===== src/rtl/ram_port_arbiter.sv =====
// Arbitrates the single RAM port between instruction fetch (read-only) and the memory stage.
// Define ROUND_ROBIN_EN to alternate grants under contention instead of fixed MEM-over-IF priority.
module ram_port_arbiter #(
  parameter int DATA_WIDTH   = 32,
  parameter int ADDR_WIDTH   = 32,
  parameter int STROBE_WIDTH = 4,
  parameter int RAM_LATENCY  = 1
) (
  input  logic                    clk,
  input  logic                    rst,
  input  logic                    if_req,
  input  logic [ADDR_WIDTH-1:0]   if_addr,
  output logic                    if_ready,
  output logic                    if_done,
  output logic [DATA_WIDTH-1:0]   if_rdata,
  input  logic                    mem_req,
  input  logic                    mem_we,
  input  logic [ADDR_WIDTH-1:0]   mem_addr,
  input  logic [DATA_WIDTH-1:0]   mem_wdata,
  input  logic [STROBE_WIDTH-1:0] mem_wstrb,
  output logic                    mem_ready,
  output logic                    mem_done,
  output logic [DATA_WIDTH-1:0]   mem_rdata,
  output logic [ADDR_WIDTH-1:0]   ram_address,
  output logic [DATA_WIDTH-1:0]   ram_write_data,
  output logic                    ram_write_enable,
  output logic [STROBE_WIDTH-1:0] ram_write_strobe,
  input  logic [DATA_WIDTH-1:0]   ram_read_data,
  output logic                    busy
);

  typedef enum logic [1:0] {IDLE, ACCESS, RESP} state_t;

  localparam int CW = (RAM_LATENCY > 0) ? $clog2(RAM_LATENCY + 1) : 1;
  localparam logic [CW-1:0] CNT_LAST = CW'(RAM_LATENCY);

  state_t                  state_q, state_d;
  logic [CW-1:0]           cnt_q, cnt_d;
  logic                    owner_q, owner_d;   // 1 = MEM owns the access
  logic                    we_q, we_d;
  logic [ADDR_WIDTH-1:0]   addr_q, addr_d;
  logic [DATA_WIDTH-1:0]   wdata_q, wdata_d;
  logic [STROBE_WIDTH-1:0] wstrb_q, wstrb_d;
  logic                    ram_we_q, ram_we_d;
  logic [DATA_WIDTH-1:0]   if_rdata_q, if_rdata_d;
  logic [DATA_WIDTH-1:0]   mem_rdata_q, mem_rdata_d;
  logic                    if_done_q, if_done_d;
  logic                    mem_done_q, mem_done_d;
  logic                    mem_win, if_win;
`ifdef ROUND_ROBIN_EN
  logic                    last_grant_q, last_grant_d;  // 1 = MEM was granted last
`endif

  always_comb begin
    mem_win = 1'b0;
    if_win  = 1'b0;
    if (state_q == IDLE && !rst) begin
`ifdef ROUND_ROBIN_EN
      mem_win = mem_req & (~if_req | ~last_grant_q);
`else
      mem_win = mem_req;
`endif
      if_win = if_req & ~mem_win;
    end
  end

  always_comb begin
    state_d     = state_q;
    cnt_d       = cnt_q;
    owner_d     = owner_q;
    we_d        = we_q;
    addr_d      = addr_q;
    wdata_d     = wdata_q;
    wstrb_d     = wstrb_q;
    ram_we_d    = 1'b0;
    if_rdata_d  = if_rdata_q;
    mem_rdata_d = mem_rdata_q;
    if_done_d   = 1'b0;
    mem_done_d  = 1'b0;
`ifdef ROUND_ROBIN_EN
    last_grant_d = last_grant_q;
`endif
    case (state_q)
      IDLE: begin
        if (mem_win || if_win) begin
          state_d  = ACCESS;
          cnt_d    = '0;
          owner_d  = mem_win;
          we_d     = mem_win & mem_we;
          ram_we_d = mem_win & mem_we;
          addr_d   = mem_win ? mem_addr : if_addr;
          wdata_d  = mem_win ? mem_wdata : wdata_q;
          wstrb_d  = mem_win ? mem_wstrb : '0;
`ifdef ROUND_ROBIN_EN
          last_grant_d = mem_win;
`endif
        end
      end
      ACCESS: begin
        // Write enable was raised at accept and drops by default after cnt == 0.
        if (cnt_q == CNT_LAST) begin
          state_d = RESP;
          if (!we_q) begin
            if (owner_q) mem_rdata_d = ram_read_data;
            else         if_rdata_d  = ram_read_data;
          end
          mem_done_d = owner_q;
          if_done_d  = ~owner_q;
        end else begin
          cnt_d = cnt_q + 1'b1;
        end
      end
      RESP:    state_d = IDLE;
      default: state_d = IDLE;
    endcase
  end

  always_ff @(posedge clk) begin
    if (rst) begin
      state_q     <= IDLE;
      cnt_q       <= '0;
      owner_q     <= 1'b0;
      we_q        <= 1'b0;
      addr_q      <= '0;
      wdata_q     <= '0;
      wstrb_q     <= '0;
      ram_we_q    <= 1'b0;
      if_rdata_q  <= '0;
      mem_rdata_q <= '0;
      if_done_q   <= 1'b0;
      mem_done_q  <= 1'b0;
`ifdef ROUND_ROBIN_EN
      last_grant_q <= 1'b0;
`endif
    end else begin
      state_q     <= state_d;
      cnt_q       <= cnt_d;
      owner_q     <= owner_d;
      we_q        <= we_d;
      addr_q      <= addr_d;
      wdata_q     <= wdata_d;
      wstrb_q     <= wstrb_d;
      ram_we_q    <= ram_we_d;
      if_rdata_q  <= if_rdata_d;
      mem_rdata_q <= mem_rdata_d;
      if_done_q   <= if_done_d;
      mem_done_q  <= mem_done_d;
`ifdef ROUND_ROBIN_EN
      last_grant_q <= last_grant_d;
`endif
    end
  end

  assign if_ready         = if_win;
  assign mem_ready        = mem_win;
  assign if_done          = if_done_q;
  assign mem_done         = mem_done_q;
  assign if_rdata         = if_rdata_q;
  assign mem_rdata        = mem_rdata_q;
  assign ram_address      = addr_q;
  assign ram_write_data   = wdata_q;
  assign ram_write_strobe = wstrb_q;
  assign ram_write_enable = ram_we_q;
  assign busy             = (state_q != IDLE);

endmodule


===== config.mk =====
export PLATFORM = sky130hd
export DESIGN_NAME = ram_port_arbiter
export DESIGN_NICKNAME = d
export VERILOG_FILES = /design/src/rtl/ram_port_arbiter.sv
export SDC_FILE = /design/constraint.sdc
export NUM_CORES = 1
export LEC_CHECK = 0
export CAP_MARGIN = 20
export CORE_ASPECT_RATIO = 1.1
export CORE_MARGIN = 10
export CORE_UTILIZATION = 40
export CTS_CLUSTER_DIAMETER = 80
export DETAILED_ROUTE_END_ITERATION = 8
export GPL_ROUTABILITY_DRIVEN = 0
export PLACE_DENSITY = 0.92
export SYNTH_ARGS = -nofsm -noshare
export SYNTH_HDL_FRONTEND = slang
export SYNTH_SLANG_ARGS = --single-unit

===== constraint.sdc =====
create_clock -name clk -period 2.1 [get_ports clk]
set_input_delay 0.315 -clock clk [delete_from_list [all_inputs] [get_ports clk]]
set_output_delay 0.315 -clock clk [all_outputs]
set_load 0.05 [all_outputs]

; ---- After elaboration in Yosys (flattened, before gate mapping)
; Cells that the tools add are included.
[word_totals]
ff_bits = 140
output_inout_bits = 138
word_cells = 49
[op_classes]
add_sub_neg = 1
n_eq_ne = 3
n_mux = 10
bitwise = 9
reduce_logical = 14
[ops]
columns = op, count
row1 = 2-to-1 mux 32 bit, 1
row2 = AND reduction 4 bit, 2
row3 = inverter 1 bit, 7
row4 = AND reduction 2 bit, 3
row5 = OR reduction 3 bit, 2
row6 = 2-to-1 mux 1 bit, 4
row7 = 2-to-1 mux 2 bit, 2
row8 = 2-to-1 mux 4 bit, 1
row9 = one-hot mux 2 bit (2 select lines), 1
row10 = nonzero test 2 bit, 2
row11 = AND reduction 3 bit, 1
row12 = AND 1 bit, 2
row13 = "== test 2 x 1 -> 1 bit, second input constant", 1
row14 = zero test 2 bit, 1
row15 = "inequality test 2 x 1 -> 1 bit, second input constant", 1
row16 = "inequality test 2 bit, second input constant", 1
row17 = one-hot mux 1 bit (2 select lines), 1
row18 = "adder 1 bit, second input constant", 1
row19 = logical AND 1 bit, 1
row20 = zero test 1 bit, 1
row21 = logical OR 1 bit, 1

; ---- Logic depth before layout (Yosys ltp)
[logic_depth]
ltp_word = 6
depth_mapped = 6
depth_no_buf = 3

; ---- Worst setup path before layout
; Ideal clock, no wire load.
[synth_timing]
kind = reg2out
start = register state_q[1]
end = output if_ready
arrival_ps = 1940
required_ps = 1785
slack_ps = -155
stages_incl_launch_ff = 7
path_buffers = 3
cell_sequence = dfxtp_1 -> or2_1 -> buf_6 -> or3_1 -> buf_2 -> buf_6 -> nor2_1
[synth_via]
elab_chain_len = 3
[synth_rtl]
columns = element, line_no
row1 = "start, declared", 37  ; state_t state_q, state_d;
row2 = "start signal, assigned", 136  ; state_q <= state_d;
row3 = zero test 2 bit, 57  ; if (state_q == IDLE && !rst) begin
row4 = logical AND 1 bit, 57
row5 = 2-to-1 mux 1 bit, 57
row6 = "end, declared", 13  ; output logic if_ready,
; Every way passes these cells.

; ---- Worst setup path in the final report
; Same ends and word-level chain as after synthesis.

==> impl_metrics.json <==
{
  "status": "finished, final reports clean",
  "cts_resized": 0,
  "fin_util_pct": 67.1,
  "coreArea_um2": 13700,
  "drt_iter0_markers": 292,
  "fin_ws_ns": 0.0902,
  "boundaryPins": 275,
  "yosysTopAreaCell": "dfxtp_1",
  "ys_seq_area_share_pct": 50.7,
  "final_hold_viol_count": 0,
  "drive_gt1_share_pct": 7.08,
  "antenna_found_initial": 0,
  "path_class": "reg2out",
  "startpoint": "state_q[1]$_SDFFE_PP0P_",
  "start_util_pct": 40.4,
  "power_density_nw_per_um2": 910,
  "synth_area_um2": 5530,
  "worst-path-max-fanout": 5,
  "grt_start_max_net_pins": 102,
  "crit_arrival_ns": 1.69,
  "dp_cells": 1006,
  "hold_class": "in2reg",
  "reg2reg_depth": 5,
  "fin_crit_ns": 2.01,
  "worst_pin_slew_ns": 0.590,
  "final_common_cell": "clkdlybuf4s50_1",
  "crit_path_end": "if_ready",
  "layout.nets": 974,
  "place_ws_ns": 0.0719,
  "synth.area.top_cells": "dfxtp_1 (51%), mux2i_1 (12%), nand2b_1 (11%), a21oi_1 (6.3%), o221a_1 (5.9%)",
  "grt_pass1_wl_um": 28900,
  "io_buffers": 274,
  "area_delta_synth_final_pct": 66.0,
  "yosysWarnings": 0,
  "syn_avg_cell_area_um2": 9.61,
  "cp_num_buf_inv": 1,
  "max_slew_margin_pct": 60.5,
  "maxCapViolCount": 0,
  "seq_area_um2": 2800,
  "dp_hpwl_um": 13900,
  "die_area_um2": 18900,
  "fill_cells": 1013,
  "clockBufferDepth": 2,
  "finalWirelength_um": 18900,
  "routedWlPerCell_um": 18.2,
  "grt_pass1_vias": 5288,
  "numCtsBuffers": 17,
  "setup_viol": 0,
  "final_cell_mix": "clkdlybuf4s50_1 (270), dfxtp_1 (140), nand2b_1 (98)",
  "track_usage_pct": 19.3,
  "r2r_end": "ram_address[18]$_SDFFE_PP0P_",
  "clock_latency_ns": 0.42,
  "vias": 5074,
  "path_clk_slew_ns": 0.06,
  "fmax_mhz": 498,
  "holdBufCountCts": 0,
  "fin_crit_sh_pct": 95.7,
  "setup_tns_ns": 0,
  "crit_path_cell_trace": "or2_1, or3_1, nor2_2, buf_12",
  "finalNonFillerCells": 1036,
  "drc": 0,
  "die_h_um": 143,
  "ant_nets": 0,
  "start_kind": "flop",
  "overflow": 0,
  "antenna_cells": 0,
  "synth_fp_nets": 712,
  "synth_top_area_share_pct": 50.7,
  "drt_pre_antenna_iters": 5,
  "crit_cells": 4,
  "rrSetupSlack_ns": 0.39,
  "multi_input_area_um2": 2400,
  "cp_top_family": "simple AND/OR/NAND/NOR gates",
  "rows": 45,
  "htreeDepth": 4,
  "p_leak_nw": 3.64,
  "rsz0062_at_grt": "no",
  "tritoncts": "yes",
  "final.setup_skew_ns": 0.00861,
  "die_w_um": 132,
  "regToRegStartpoint": "state_q[1]$_SDFFE_PP0P_",
  "drv_slew": 0,
  "end_kind": "primary output",
  "ir_drop_mv": 0.587,
  "synth.distinct_cells": 26,
  "clock_sinks": 140,
  "crit_required_ns": 1.78,
  "synth_cells": 575,
  "slowest_delay_ns": 0.36,
  "ys_ff_latch": 140,
  "cts-root-buf": "clkbuf_16",
  "routed_via_density": 4.90,
  "cts_setup_buffers": 0,
  "cpMaxStageDelayCell": "or3_1"
}
worst min-delay path by stage:
stage,startpoint,end,cells past startpoint
floorplan,mem_wdata[16],ram_write_data[16]$_SDFFE_PP0P_,2
global placement,ram_write_data[21]$_SDFFE_PP0P_,ram_write_data[21]$_SDFFE_PP0P_,2
detailed placement,ram_write_data[17]$_SDFFE_PP0P_,ram_write_data[17]$_SDFFE_PP0P_,2
CTS,rst,ram_write_data[14]$_SDFFE_PP0P_,2
global route,rst,ram_write_data[29]$_SDFFE_PP0P_,2
finish,rst,ram_write_data[29]$_SDFFE_PP0P_,2
flip-flops by register name (all words and copies together), names as in the netlist, 2 cells and up:
signal	flops
if_rdata	32
mem_rdata	32
state_q	2
ram_address	32
ram_write_data	32
ram_write_strobe	4
logic make-up (layout without fill, tap and decap cells):
logic type             Yosys count  in the layout  synth area share, %
AOI/OAI and AO/OA              109            109                 13.8
buffers and inverters           79            352                 6.25
DFF                            140            140                 50.7
muxes                           64             64                 11.6
and+or+nand+nor                183            183                 17.7
per-stage QoR:
stage / hold WS, ns / total power (W) / area [um2]
3_5_place_dp: 0.447 / 0.00489 / 8480
3_3_place_gp: 0.441 / 0.00486 / 8480
4_1_cts: 0.287 / 0.00842 / 9180
2_1_floorplan: 0.451 / 0.00410 / 5530
5_1_grt: 0.305 / 0.00865 / 9180
6_report: 0.299 / 0.00836 / 9180
per-layer routing:
layer  vias to the layer above  track usage, %  share of wire, %
li1                       2445               -                 -
met1                      2364            20.5                37
met2                       212            33.3                51
met3                        53            6.32               8.1
met4                         0            10.8               4.0
met5                         -               0                 0
Yosys cell counts, drive strengths merged:
master    n
mux2i    64
or3b      2
o21bai    1
a21oi    70
nand3b    1
and2      1
nor3      4
dfxtp   140
o221a    32
o31ai     5
or3       1
nor2      4
nor3b     2
o21ai     1
nand2b   98
or2       2
nand2    68
clkbuf   26
inv      33
buf      20
where the power goes:
group | switching [W] | total (W) | leakage [nW] | internal [W]
clock network | 0.00112 | 0.00352 | 0.332 | 0.00240
registers | 0.000108 | 0.00295 | 1.14 | 0.00284
logic | 0.00112 | 0.00188 | 2.17 | 0.000766
area by class of cell:
class	count	share of cell area (%)
clock buffers	19	4.94
flip-flops and latches	140	30.5
repair buffers	289	31.8
inverters	33	1.35
clock inverters	11	2.60
multi-input cells	356	26.2
well taps	188	2.56
Note: power is estimated with default switching activity, not from simulation.
==> RTL change 1 (config.mk and constraints unchanged) <==
Change the parameter `STROBE_WIDTH` from 4 to 5.
--- a/src/rtl/ram_port_arbiter.sv
+++ b/src/rtl/ram_port_arbiter.sv
@@ -4,5 +4,5 @@
   parameter int DATA_WIDTH   = 32,
   parameter int ADDR_WIDTH   = 32,
-  parameter int STROBE_WIDTH = 4,
+  parameter int STROBE_WIDTH = 5,
   parameter int RAM_LATENCY  = 1
 ) (
Interface: changed (resized mem_wstrb and ram_write_strobe); port bits go from 275 to 277. No check against the original RTL was run, so the function may have changed too.
==> RTL change 1 against the original RTL <==
Sequential cell count rose by 1. Largest cell class unchanged. Critical path depth did not move. Power fell by 3.0%. Die area rose by 0.87%. Wire length fell by 3.8%. Clock skew fell by 0.0028 ns. Register-to-register slack got worse by 0.14 ns. Area after synthesis rose by 1.0%. Final area rose by 0.19%. Synthesized cell count rose by 0.70%. Setup slack improved by 0.0018 ns.
==> RTL change 1: results (changes against the original RTL) <==
status=complete, no violations; WL met2=8920 um (-6.7%); clock buffers=23 (+4); clock skew=0.00584 ns (-0.00277 ns); Post-Syn Nets=717 (+0.70%); vias in the first global route=5245 (-0.81%); diodes inserted=2 (+2); top post-synthesis cells by count=141 x dfxtp_1, 98 x nand2b_1, 71 x a21oi_1, 69 x nand2_1, 64 x mux2i_1; vias per cell=4.78 (-2.4%); Place WS=0.132 ns (+0.0605 ns); first-pass GRT wire length=28400 um (-1.9%); initial core utilization=40.6% (+0.24 points); Multi-input comb cells=359 (+0.84%); R2R cell count=4 (-1); initial antenna violation count=2 (+2); Worst Hold Depth=3 (+1); synthesized flop and latch total=141 (+0.71%); Iteration-0 DRC Markers=229 (-22%); M1 WL=7260 um (+3.3%); Nets=977 (+0.31%); routed len/inst=17.4 um (-4.4%); worst skew pair latency=0.40 ns (-0.02 ns); bufs w/o clock=287 (-0.69%); worst hold margin=0.416 ns (+0.117 ns); leakage=0.00364 uW (-0.14%); HPWL after DPL=13500 um (-2.6%); switch share=28.8% (+0.68 points); met3 WL=1710 um (+11%); GR Util All Layers=18.5% (-0.74 points); Max VDD drop=0.000559 V (-4.7%); post-synthesis sequential area ratio=50.5% (-0.15 points); Fillers=1083 (+6.9%); Area contributors post-synth=dfxtp_1 51%, mux2i_1 11%, nand2b_1 11%, a21oi_1 6.4%, o221a_1 5.8%; Multi-input gate area=0.00243 mm^2 (+1.0%); Slew HR=60.9% (+0.39 points); Non-clock buffer share=31.9% (+0.10 points); Max stage delay cell, worst path=dfxtp_1; Netlist cell types=28 (+7.7%)
==> RTL change 1: cell families (layout without fill, tap and decap cells) <==
family / Yosys count / count (layout) / share of synthesized area, %
muxes: 64 / 64 / 11.5
DFF: 141 / 141 / 50.5
buffers and inverters: 79 / 352 / 6.45
other: 0 / 2 / 0
AOI/OAI and AO/OA: 111 / 111 / 13.8
and+or+nand+nor: 184 / 184 / 17.7
==> RTL change 1: power groups by stage <==
stage | Combinational, uW | Sequential [uW] | Clock [uW]
6_report | 1910 | 2970 | 3230
3_5_place_dp | 1920 | 3020 | 0
3_3_place_gp | 1900 | 3020 | 0
4_1_cts | 1920 | 2970 | 3310
2_1_floorplan | 535 | 3600 | 0
5_1_grt | 2020 | 2990 | 3420
==> RTL change 1: worst paths after layout <==
check / end / slack, ns / startpoint
setup / recovery: if_ready / 0.09 / state_q[1]$_SDFFE_PP0P_
hold / removal: ram_write_data[8]$_SDFFE_PP0P_ / 0.42 / rst
setup reg to reg: mem_rdata[26]$_SDFFE_PP0P_ / 0.25 / state_q[0]$_SDFFE_PP0P_
hold reg to reg: ram_write_data[23]$_SDFFE_PP0P_ / 0.45 / ram_write_data[23]$_SDFFE_PP0P_
==> RTL change 1: per-stage QoR <==
stage          std cells  util, %
2_1_floorplan        579        -
3_3_place_gp        1008     62.2
3_5_place_dp        1008     62.2
4_1_cts             1040     66.9
5_1_grt             1041     66.9
6_report            1042     66.9
==> RTL change 1: per-layer routing <==
metal / vias up / track usage, %
li1: 2470 / -
met5: - / 0
met4: 0 / 5.97
met2: 193 / 31.2
met3: 16 / 8.80
met1: 2303 / 20.3
==> RTL change 1: worst min-delay path: stages <==
cell     delay [ns]
buf_4          0.14
buf_12         0.18
a21oi_1        0.13
==> RTL change 2 (same settings) <==
Made on the original files. The 3 states of `state_t` get a one-hot encoding in 3 bits.
--- a/src/rtl/ram_port_arbiter.sv
+++ b/src/rtl/ram_port_arbiter.sv
@@ -30,5 +30,5 @@
 );
 
-  typedef enum logic [1:0] {IDLE, ACCESS, RESP} state_t;
+  typedef enum logic [2:0] {IDLE = 3'b001, ACCESS = 3'b010, RESP = 3'b100} state_t;
 
   localparam int CW = (RAM_LATENCY > 0) ? $clog2(RAM_LATENCY + 1) : 1;
Check against the original RTL: no difference found for any inputs over 4 cycles, from zero or initial values and one cycle with rst high; so few cycles prove little.
==> RTL change 2 against the original RTL <==
Wire length is 0.57% higher. Setup slack better by 0.043 ns. Sequential power is 3% lower. Fmax is 2.2% higher. First-iteration DRC count is 21% lower. Area after synthesis is 0.77% higher. Register-to-register slack worse by 0.26 ns. Power is 9.8% lower. Synthesized cell count is 4.9% higher. Via count is 6.0% higher. Final area is 0.70% higher. Non-clock buffer count is 10 higher. Sequential cell count is 1 higher. Largest cell class unchanged.
==> RTL change 2: results (changes against the original RTL) <==
Reg2Reg Setup Slack=0.13 ns (-0.26 ns); Nets=1007 (+3.4%); R2R cell count=4 (-1); Netlist cell types=30 (+15%); Max VDD drop=0.000450 V (-23%); first-pass GRT wire length=29200 um (+0.79%); Post-Layout Cell Count=1071 (+3.4%); leakage=0.00391 uW (+7.5%); average footprint of a synthesized cell=9.24 um^2 (-3.9%); crit-path max FO=32 (+27); Slew HR=38.5% (-22 points); GR Util All Layers=19.0% (-0.27 points); CP max stage delay=0.65 ns (+0.29 ns); post-synthesis sequential area ratio=50.7% (about the same); Iteration-0 DRC Markers=230 (-21%); worst hold margin=0.349 ns (+0.0492 ns); clock skew=0.00737 ns (-0.00123 ns); end of the critical path=mem_rdata[24]$_SDFFE_PP0P_; Internal=5530 uW (-8.0%); drt first pass iters=6 (+1); Via Count=5376 (+6.0%); layout cells sized above 1=8.15% (+1.1 points); status=complete, no violations; worst path arrival time=2.24 ns (+0.55 ns); HPWL after DPL=14400 um (+4.1%)
RTL change 2: changes by cell type after synthesis, moves of 27 or more:
cell	unedited run	this run
o22a_1	0	27
nand2b_1	98	1
o221a_1	29	0
o21ai_0	1	34
inv_1	33	66
nand2_1	68	98
a21oi_1	70	0
o211ai_1	0	32
a221oi_1	0	32
RTL change 2: area by class of cell:
type / count / area, um^2
repair buffers: 299 / 2980
fillers: 1098 / 4500
inverters: 68 / 258
clock buffers: 19 / 443
clock inverters: 13 / 211
multi-input cells: 343 / 2290
well taps: 188 / 235
flip-flops and latches: 141 / 2820
RTL change 2: how the worst min path moves through the flow:
stage	from	endpoint	cells after the start
after floorplan	mem_wstrb[0]	ram_write_strobe[0]$_SDFFE_PP0P_	1
after global placement	if_rdata[6]$_SDFFE_PP0P_	if_rdata[6]$_SDFFE_PP0P_	2
after detailed placement	if_rdata[5]$_SDFFE_PP0P_	if_rdata[5]$_SDFFE_PP0P_	2
after CTS	rst	ram_address[29]$_SDFFE_PP0P_	3
after global routing	rst	ram_address[29]$_SDFFE_PP0P_	3
final	rst	ram_address[29]$_SDFFE_PP0P_	3
RTL change 2: worst max-delay path: cells and delay by family (launching register included):
family                 cells  cell delay [ns]
DFF                        1             0.42
buffers and inverters      1             0.32
and+or+nand+nor            2             0.87
muxes                      1             0.19
RTL change 2: logic make-up (layout without fill, tap and decap cells):
group / count (synthesis) / in the layout / synth area share [%]
buffers and inverters: 119 / 399 / 8.69
multiplexers: 64 / 64 / 11.5
flip-flops: 141 / 141 / 50.7
AO/OA/AOI/OAI: 139 / 139 / 18.7
AND/OR/NAND/NOR: 140 / 140 / 10.4
RTL change 2: power groups by stage:
stage	Sequential [uW]	Combinational (uW)	Clock [uW]
4_1_cts	2870	1370	3370
5_1_grt	2880	1440	3500
3_3_place_gp	2920	1350	0
3_5_place_dp	2920	1360	0
2_1_floorplan	3320	334	0
6_report	2870	1360	3310
RTL change 2: metrics by stage:
step | setup slack [ns] | setup TNS [ns] | cell area [um^2]
6_report | 0.133 | 0 | 9240
5_1_grt | -0.0174 | -0.0174 | 9240
4_1_cts | 0.0250 | 0 | 9220
3_5_place_dp | 0.202 | 0 | 8560
3_3_place_gp | 0.245 | 0 | 8560
2_1_floorplan | 0.183 | 0 | 5580
RTL change 2: metal layers:
layer	share of wire, %	up-vias	global-route usage [%]
met4	1.3	0	6.78
met3	9.2	23	7.79
met2	50	216	32.7
met1	39	2524	20.7
met5	0	-	0
li1	-	2613	-
RTL change 2: what timing repair did:
item / 4_1_cts / 5_1_grt
hold buffers: 0 / 0
setup endpoints to repair: 0 / 3
buffers inserted: 0 / 0
gates resized for setup: 0 / 2
